`src/rtl/audio_sched_pkg.sv`:
```
// rtl/audio_sched_pkg.sv - shared constants, FSM state type and arbitration helper for audio_sample_scheduler
//
// Contents:
//   DEF_WIDTH / DEF_DIV / DEF_GUARD : default sample width, period length, guard length
//   sched_state_t                   : scheduler FSM states
//   rr_pick()                       : two-way round-robin winner index
package audio_sched_pkg;

    localparam int DEF_WIDTH = 16;
    localparam int DEF_DIV   = 1042;   // 50 MHz / 48 kHz
    localparam int DEF_GUARD = 4;

    typedef enum logic [1:0] {
        S_OPEN   = 2'd0,   // nothing staged, acceptance window open
        S_STAGED = 2'd1,   // one word held for the next tick
        S_GUARD  = 2'd2    // window closed with nothing staged
    } sched_state_t;

    // Single requester wins outright; on contention the requester that
    // did not win last time is chosen.
    function automatic logic rr_pick(input logic [1:0] req, input logic last_grant);
        logic pick;
        pick = 1'b0;
        case (req)
            2'b01:   pick = 1'b0;
            2'b10:   pick = 1'b1;
            2'b11:   pick = ~last_grant;
            default: pick = 1'b0;
        endcase
        return pick;
    endfunction

endpackage

```
`src/rtl/sample_tick_gen.sv`:
```
// rtl/sample_tick_gen.sv - sample period counter with tick, pre-tick and guard-window flags
//
// Ports:
//   inclk    : system clock, posedge
//   rst_n    : asynchronous active-low reset
//   tick     : high in the cycle the counter sits at DIV-1
//   pre_tick : high in the cycle the counter sits at DIV-2
//   guard    : high while the counter is in the last GUARD cycles (tick included)
module sample_tick_gen
    import audio_sched_pkg::*;
#(
    parameter int DIV   = DEF_DIV,
    parameter int GUARD = DEF_GUARD
) (
    input  logic inclk,
    input  logic rst_n,
    output logic tick,
    output logic pre_tick,
    output logic guard
);

    localparam int CW = (DIV > 1) ? $clog2(DIV) : 1;
    localparam logic [CW-1:0] CNT_LAST   = CW'(DIV - 1);
    localparam logic [CW-1:0] CNT_PRE    = CW'(DIV - 2);
    localparam logic [CW-1:0] CNT_GSTART = CW'(DIV - GUARD);

    logic [CW-1:0] cnt;

    always_ff @(posedge inclk or negedge rst_n) begin
        if (!rst_n) begin
            cnt <= '0;
        end else if (cnt == CNT_LAST) begin
            cnt <= '0;
        end else begin
            cnt <= cnt + CW'(1);
        end
    end

    // All flags decode the registered count, so they are glitch-free
    // relative to the clock and zero while reset holds cnt at 0.
    assign tick     = (cnt == CNT_LAST);
    assign pre_tick = (cnt == CNT_PRE);
    assign guard    = (cnt >= CNT_GSTART);

endmodule

```
`src/rtl/audio_sample_scheduler.sv`:
```
// rtl/audio_sample_scheduler.sv - two-requester sample scheduler committing one word per sample period
//
// Ports:
//   inclk        : system clock, posedge
//   rst_n        : asynchronous active-low reset
//   req[1:0]     : requester r holds a word until ack[r]
//   data0, data1 : sample word of requester 0 / 1
//   ack[1:0]     : one-cycle pulse, word of requester r accepted
//   sample_tick  : one-cycle pulse per sample period
//   outdata      : committed sample, stable for a full period
//   out_src      : requester that supplied outdata
//   out_valid    : pulse with a tick that committed a new word
//   underrun     : pulse with a tick that found nothing staged
module audio_sample_scheduler
    import audio_sched_pkg::*;
#(
    parameter int WIDTH = DEF_WIDTH,
    parameter int DIV   = DEF_DIV,
    parameter int GUARD = DEF_GUARD
) (
    input  logic             inclk,
    input  logic             rst_n,
    input  logic [1:0]       req,
    input  logic [WIDTH-1:0] data0,
    input  logic [WIDTH-1:0] data1,
    output logic [1:0]       ack,
    output logic             sample_tick,
    output logic [WIDTH-1:0] outdata,
    output logic             out_src,
    output logic             out_valid,
    output logic             underrun
);

    sched_state_t     state_q;
    sched_state_t     state_d;
    logic             last_grant_q;
    logic [WIDTH-1:0] stage_q;
    logic             stage_src_q;
    logic [WIDTH-1:0] outdata_q;
    logic             out_src_q;

    logic             tick;
    logic             pre_tick;
    logic             guard;

    logic             grant_idx;
    logic             accept;
    logic [WIDTH-1:0] sel_data;

    sample_tick_gen #(
        .DIV   (DIV),
        .GUARD (GUARD)
    ) u_tick_gen (
        .inclk    (inclk),
        .rst_n    (rst_n),
        .tick     (tick),
        .pre_tick (pre_tick),
        .guard    (guard)
    );

    // Arbitration: ack is one arbitration stage away from req; everything
    // else it depends on is registered. rst_n is folded in so ack stays
    // low while reset is held even if a requester is already high.
    always_comb begin
        grant_idx = rr_pick(req, last_grant_q);
        accept    = rst_n && (state_q == S_OPEN) && !guard && (req != 2'b00);
        sel_data  = grant_idx ? data1 : data0;
        ack       = 2'b00;
        if (accept) begin
            ack = grant_idx ? 2'b10 : 2'b01;
        end
    end

    always_comb begin
        state_d = state_q;
        case (state_q)
            S_OPEN: begin
                if (accept) begin
                    state_d = S_STAGED;
                end else if (guard) begin
                    // With a one-cycle guard the window closes on the tick
                    // itself; the period is over, so go straight back to open.
                    state_d = tick ? S_OPEN : S_GUARD;
                end
            end
            S_STAGED: begin
                if (tick) begin
                    state_d = S_OPEN;
                end
            end
            S_GUARD: begin
                if (tick) begin
                    state_d = S_OPEN;
                end
            end
            default: state_d = S_OPEN;
        endcase
    end

    always_ff @(posedge inclk or negedge rst_n) begin
        if (!rst_n) begin
            state_q      <= S_OPEN;
            last_grant_q <= 1'b1;
            stage_q      <= '0;
            stage_src_q  <= 1'b0;
        end else begin
            state_q <= state_d;
            if (accept) begin
                stage_q      <= sel_data;
                stage_src_q  <= grant_idx;
                last_grant_q <= grant_idx;
            end
        end
    end

    // The output register loads on the edge that enters the tick cycle, so
    // the new word is already visible alongside out_valid and then holds
    // for the whole following period. A word accepted in the pre-tick
    // cycle (only possible with a one-cycle guard) bypasses staging.
    always_ff @(posedge inclk or negedge rst_n) begin
        if (!rst_n) begin
            outdata_q <= '0;
            out_src_q <= 1'b0;
        end else if (pre_tick) begin
            if (state_q == S_STAGED) begin
                outdata_q <= stage_q;
                out_src_q <= stage_src_q;
            end else if (accept) begin
                outdata_q <= sel_data;
                out_src_q <= grant_idx;
            end
        end
    end

    assign sample_tick = tick;
    assign outdata     = outdata_q;
    assign out_src     = out_src_q;
    assign out_valid   = tick && (state_q == S_STAGED);
    assign underrun    = tick && (state_q != S_STAGED);

endmodule

```
`config.mk`:
```
export PLATFORM = sky130hd
export DESIGN_NAME = audio_sample_scheduler
export DESIGN_NICKNAME = d
export VERILOG_FILES = /design/src/rtl/audio_sched_pkg.sv /design/src/rtl/sample_tick_gen.sv /design/src/rtl/audio_sample_scheduler.sv
export SDC_FILE = /design/constraint.sdc
export NUM_CORES = 1
export LEC_CHECK = 0
export CAP_MARGIN = 30
export CORE_MARGIN = 2
export CORE_UTILIZATION = 49
export DETAILED_ROUTE_END_ITERATION = 10
export PLACE_DENSITY = 0.8
export SYNTH_ARGS = -nofsm -noshare
export SYNTH_HDL_FRONTEND = slang
export SYNTH_SLANG_ARGS = --single-unit
```
`constraint.sdc`:
```
create_clock -name inclk -period 2.99 [get_ports inclk]
set_clock_uncertainty 0.1 [all_clocks]
set_input_delay 0.4485 -clock inclk [delete_from_list [all_inputs] [get_ports inclk]]
set_output_delay 0.4485 -clock inclk [all_outputs]
set_load 0.02 [all_outputs]
```
==> summary.txt, run 1 <==
Timing
  – Fin crit share: 0.956
  – Number of endpoints with negative hold slack in the final report: 0
  – Worst Slack Setup Final: 0.131 ns
  – Min cycle time layout: 2.86 ns
  – Setup-violating endpoint count in the final report: 0
  – Transition time at the pin with the least slew margin: 0.586 ns
  – Final number of max-transition violations: 0
  – RSZ-0062 raised after global routing: false
  – Achievable Freq: 350 MHz
  – Worst hold margin: 0.178 ns
  – Summed negative setup slack over all endpoints: 0 ns
  – Headroom to the max-slew limit: 0.610

Critical path
  – Nature of the critical path startpoint: flip-flop
  – Startpoint of the worst-slack reg-to-reg timing path: u_tick_gen.cnt[5]
  – Worst-path cell with the longest stage delay: clkdlybuf4s50_1
  – Critical-path cell list: or4_4, and4bb_4, clkdlybuf4s50_1
  – End of the worst register-to-register path: state_q[1]
  – Path depth of the worst reg2reg path: 5
  – Largest fanout on the critical path: 7
  – Launch point of the critical path: u_tick_gen.cnt[5]
  – Critical path arrival: 2.31 ns
  – Largest stage delay on the critical path: 0.62 ns
  – Required @ worst endpoint: 2.44 ns
  – Flop2flop setup slack: 0.70 ns
  – Path type of the worst setup path: flip-flop to output pin
  – Element type at the critical path end: output pin

Die
  – Effective utilization at floorplan: 0.518
  – Die Ht: 72.3 um
  – Boundary pin count: 58
  – Overall die area: 5230 sq um
  – Overall die width: 72.3 um
  – Site Rows: 24
  – Area of the core: 4410 sq um

GRT
  – Global-route wire length before repair: 7.94 mm
  – Number of antenna violations at the first check in global routing: 0
  – Pin count of the biggest net entering global routing: 49
  – Vias in the first global route: 1639
  – Total grt overflow: 0
  – Overall fraction of global-route tracks in use: 0.198

Clock network
  – Number of clock sinks seen by CTS: 48
  – Depth of the CTS H-tree: 2
  – Hold bufs inserted after CTS: 0
  – Clk slew on worst S/H paths: 0.09 ns
  – Max Buffers Root-to-Sink: 2
  – CTS tree: done
  – Cell at the root of the clock tree: clkbuf_8
  – Later-pin clock latency in the skew report: 0.30 ns
  – Number of buffers created by CTS: 5

Synth
  – Post-synthesis sequential area ratio: 0.526
  – Number of different library cells in the post-synthesis netlist: 38
  – Seq cells post-synth: 48
  – Async SR Flop Fraction: 1.00
  – Post-Synthesis Mean Instance Area: 12.1 sq um
  – Cell area after synthesis: 2290 sq um
  – Post-Synthesis Net Count: 231
  – Number of enable-type register cells in the synthesized netlist: 0
  – Primary flip-flop cell chosen by synthesis mapping: dfrtp_1
  – Count of yosys warnings during synthesis: 0
  – Post-Syn Instances: 189

Cells and area
  – Post-layout nets: 289
  – Flip-flop and latch area: 1200 sq um
  – Area used by multi-input combinational logic: 1010 sq um
  – Filler cell count in the final layout: 348
  – Number of inserted diodes: 0
  – Area added between synthesis and finish: 32.7%
  – Share of cells above drive strength 1: 0.153

Route
  – DR WL/cell: 15.4 um
  – First DRT Iteration DRCs: 110
  – Sum of routed wire length over all layers: 4.62 mm
  – Post-route antenna net violation count: 0
  – Detailed-route DRC error count: 0
  – Number of iterations in the first detailed-routing pass: 4
  – Via count: 1647
  – Via-per-instance ratio: 5.49

Placement
  – Pre-CTS setup slack: 0.257 ns
  – Count of buffers from port buffering: 57
  – Half-perimeter wire length of the detailed placement result: 3.30 mm
  – Global placement routability congestion: 0.922

Pwr
  – Total power per unit cell area: 400 nW/um^2
  – Leakage power summed over all cells: 1.47 nW
  – Worst supply voltage drop on vdd: 0.000284 V

Flow run
  – Max Cap Viol: 0

Run status
  – Status: finished clean

Hold path
  – Path category of the worst min-delay check: primary input to async pin
critical path, delay by kind of cell, from the launching register on:
| family | cells | cell delay (ns) |
|---|---|---|
| buffers and inverters | 1 | 0.62 |
| flip-flops | 1 | 0.43 |
| AND/OR/NAND/NOR | 2 | 0.97 |
flip-flops by register name (all words and copies together) (netlist names):
name and cells:
last_grant_q 1, stage_src_q 1, u_tick_gen.cnt 11, out_src 1, outdata 16, stage_q 16, state_q 2
kinds of logic (layout without fill, tap and decap cells):
group,after synthesis,after routing,share of synthesized area
flip-flops,48,48,0.526
AO/OA/AOI/OAI,42,42,0.124
AND/OR/NAND/NOR,35,35,0.0898
multiplexers,33,33,0.154
buffers and inverters,16,75,0.0394
XOR/XNOR,9,9,0.0345
adder cells (fa/ha/maj),6,6,0.0328
area by class of cell:
cell class | count | area share
clock buffers | 6 | 0.0272
clock inverters | 2 | 0.0128
inverters | 4 | 0.00495
multi-input cells | 125 | 0.332
flip-flops and latches | 48 | 0.396
well taps | 52 | 0.0215
repair buffers | 63 | 0.205
how the worst max path moves through the flow:
stage / to / slack [ns] / cells after the start
finish: sample_tick / 0.13 / 3
global route: ack[0] / 0.04 / 5
CTS: out_valid / 0.01 / 6
detailed placement: ack[0] / 0.26 / 5
global placement: ack[0] / 0.30 / 5
floorplan: ack[0] / 0.50 / 4
timing repair:
item                                   CTS  global route
setup endpoints to repair                4             1
cloned                                   0             0
endpoints found under the hold margin    0             0
resized for setup                        4             2
buffers inserted                         0             0
per-stage QoR:
step                      utilization  total power, W  instance area (sq um)  instances
final                           0.687         0.00121                   3030        300
after global routing            0.687         0.00126                   3030        300
after CTS                       0.685         0.00123                   3020        300
after detailed placement        0.658        0.000744                   2900        292
after global placement          0.658        0.000743                   2900        292
after floorplan                     -        0.000681                   2290        189
power by group:
part           switching (W)  internal (W)
Combinational      0.0000296     0.0000510
Sequential                 0      0.000649
Clock               0.000212      0.000273
Total               0.000241      0.000973
routing by layer:
layer,GRT usage,vias up,part of all wire
li1,-,805,-
met1,0.281,785,0.46
met2,0.305,51,0.47
met3,0.0458,6,0.053
met4,0.0545,0,0.011
met5,0,-,0
layout by cell type, fill, tap and decap left out, types with 5 or more instances in the layout:
cell type        count
buf_4                5
clkbuf_8             6
xor2_1               6
dfrtp_1             47
mux2_2              17
a31oi_1             16
nand2_1              6
clkdlybuf4s50_1     52
nor2_1               7
ha_1                 6
mux2i_1             16
a21oi_1             16
cell usage after synthesis, types with 3 or more instances:
library cell  instances  area share
nor3_1                3      0.0066
xor2_1                6       0.023
buf_2                 3      0.0066
mux2_2               17       0.084
nor2b_1               4       0.011
a31oi_1              16       0.044
inv_1                 4      0.0066
dfrtp_1              47        0.51
a21oi_1              16       0.035
ha_1                  6       0.033
buf_6                 3       0.015
mux2i_1              16       0.070
nor2_1                7       0.011
nand2_1               6      0.0099
xnor2_1               3       0.011
clkbuf_1              4      0.0066
nand3_1               4      0.0088
No activity file was read; power rests on OpenSTA's default activity.
==> inputs of run 2 (changes only) <==
Settings changed: GPL_ROUTABILITY_DRIVEN from default to 0.
==> results of run 2 <==
The final DEF is identical to that of run 1; final timing and power are the same.
==> inputs of run 3 (changes only) <==
Clock period 2.99 ns to 3 ns, I/O delays scaled along.
==> run 3 against run 2 <==
  * Hold slack improved by 0.021 ns
  * Critical path type unchanged
  * Critical path depth increased by 1
  * Die area did not move
  * Sequential power about the same
==> summary.txt, run 3 (same netlist as run 1, synthesis figures left out) <==
Timing
  – Summed negative setup slack over all endpoints: 0 ns (unchanged)
  – Achievable Freq: 344 MHz
  – Worst Slack Setup Final: 0.0914 ns (-0.0392 ns)
  – Fin crit share: 0.970
  – Min cycle time layout: 2.91 ns
  – RSZ-0062 raised after global routing: false
  – Final number of max-transition violations: 0 (unchanged)
  – Transition time at the pin with the least slew margin: 0.584 ns (-0.00165 ns)
  – Headroom to the max-slew limit: 0.611 (+0.00110)
  – Worst hold margin: 0.199 ns (+0.0211 ns)
  – Setup-violating endpoint count in the final report: 0 (unchanged)
  – Number of endpoints with negative hold slack in the final report: 0 (unchanged)

Die
  – Effective utilization at floorplan: 0.518 (unchanged)
  – Die Ht: 72.3 um (unchanged)
  – Boundary pin count: 58 (unchanged)
  – Site Rows: 24 (unchanged)
  – Overall die width: 72.3 um (unchanged)
  – Overall die area: 5230 sq um (unchanged)
  – Area of the core: 4410 sq um (unchanged)

Route
  – Met1 Wirelength: 2.15 mm (+1.1%)
  – Wire length on met2: 2.33 mm (+6.3%)
  – Via count: 1672 (+1.5%)
  – Number of iterations in the first detailed-routing pass: 4 (unchanged)
  – Via-per-instance ratio: 5.54 (+0.85%)
  – Post-route antenna net violation count: 0 (unchanged)
  – DR WL/cell: 15.8 um (+2.8%)
  – Detailed-route DRC error count: 0 (unchanged)
  – Sum of routed wire length over all layers: 4.78 mm (+3.4%)
  – Top layer in use: met4
  – First DRT Iteration DRCs: 118 (+7.3%)
  – DR WL met3: 253 um (+4.1%)

Critical path
  – Worst-path cell with the longest stage delay: clkdlybuf4s50_1
  – Top delay family on crit path: simple AND/OR/NAND/NOR gates
  – Nature of the critical path startpoint: flip-flop
  – Largest fanout on the critical path: 4 (-3)
  – Required @ worst endpoint: 2.45 ns (about the same)
  – Critical path arrival: 2.36 ns (+0.05 ns)
  – Path type of the worst setup path: flip-flop to output pin
  – Element type at the critical path end: output pin
  – Combined buffer and inverter count along the critical path: 1 (unchanged)
  – Largest stage delay on the critical path: 0.59 ns (-0.03 ns)
  – Critical-path cell list: or4_4, and4bb_2, and2_1, clkdlybuf4s50_1

Placement
  – Pre-CTS setup slack: 0.267 ns (+0.0101 ns)
  – Count of buffers from port buffering: 57 (unchanged)
  – Placed cell count: 292 (unchanged)
  – Half-perimeter wire length of the detailed placement result: 3.25 mm (-1.4%)

Clock network
  – Number of buffers created by CTS: 5 (unchanged)
  – Later-pin clock latency in the skew report: 0.29 ns (about the same)
  – Cell at the root of the clock tree: clkbuf_8
  – Clk slew on worst S/H paths: 0.08 ns (about the same)
  – Max Buffers Root-to-Sink: 2 (unchanged)
  – Depth of the CTS H-tree: 2 (unchanged)
  – Hold bufs inserted after CTS: 0 (unchanged)
  – Number of clock sinks seen by CTS: 48 (unchanged)
  – CTS tree: done

Cells and area
  – Post-Layout Cell Count: 302 (+0.67%)
  – Most used cells in the layout excluding fill and tap cells: clkdlybuf4s50_1, dfrtp_1, mux2_2
  – Area added between synthesis and finish: 33.1%
  – Post-layout nets: 291 (+0.69%)
  – Number of inserted diodes: 0 (unchanged)
  – Share of cells above drive strength 1: 0.160 (+0.00677)
  – Commonest non-fill, non-tap cell in the layout: clkdlybuf4s50_1

Run status
  – Status: finished clean

Pwr
  – Design Power: 0.00121 W (-0.40%)
  – Total power per unit cell area: 398 nW/um^2 (-0.69%)
  – Worst supply voltage drop on vdd: 0.000262 V (-7.7%)
  – Leakage power summed over all cells: 1.46 nW (-0.56%)

GRT
  – Pin count of the biggest net entering global routing: 49 (unchanged)
  – Global-route wire length before repair: 7.92 mm (-0.25%)
  – Total grt overflow: 0 (unchanged)
  – Vias in the first global route: 1676 (+2.3%)
  – Number of antenna violations at the first check in global routing: 0 (unchanged)
  – Overall fraction of global-route tracks in use: 0.194 (-0.00308)

Flow run
  – Max Cap Viol: 0 (unchanged)

Hold path
  – Path category of the worst min-delay check: primary input to async pin
-- run 3: cell count changes in the layout (fill, tap and decap cells not counted), sizes merged --
cell,delta
buf,+2
clkdlybuf4s50,+1
dlymetal6s2s,-1
-- run 3: report_power, final --
| part | switching [W] | total (W) | internal [W] |
|---|---|---|---|
| logic | 0.0000300 | 0.0000808 | 0.0000508 |
| registers | 0 | 0.000646 | 0.000646 |
| clock network | 0.000210 | 0.000482 | 0.000272 |
-- run 3: stage by stage --
step                      instance area [sq um]  utilization
after floorplan                            2290            -
after global placement                     2900        0.658
after detailed placement                   2900        0.658
after CTS                                  3020        0.684
after global routing                       3040        0.689
final                                      3040        0.689
-- run 3: path summary, 6_finish.rpt --
check | slack, ns | cells after the start | startpoint | to
max reg2reg | 0.72 | 5 | u_tick_gen.cnt[5] | state_q[1]
min in group inclk | 0.38 | 1 | stage_src_q | stage_src_q
max | 0.09 | 4 | u_tick_gen.cnt[5] | out_valid
max in group asynchronous | 2.21 | 2 | rst_n | u_tick_gen.cnt[8]
min | 0.20 | 2 | rst_n | stage_src_q
min reg2reg | 0.38 | 1 | stage_src_q | stage_src_q
-- run 3: layout make-up --
cell class,count,area (sq um)
fill,334,1370
sequential,48,1200
multi-input combinational,125,1000
timing repair buffer,65,634
clock buffer,6,82.6
tap,52,65.1
clock inverter,2,38.8
inverter,4,15.0
-- run 3: metal layers --
metal / GRT usage / up-vias
met5: 0 / -
met4: 0.0566 / 0
met1: 0.279 / 809
li1: - / 807
met2: 0.302 / 52
met3: 0.0375 / 4
-- run 3: timing repair --
item | in CTS | in global routing
pin swaps | 0 | 1
buffers inserted | 0 | 2
endpoints found under the setup margin | 3 | 2
gates resized for setup | 3 | 1
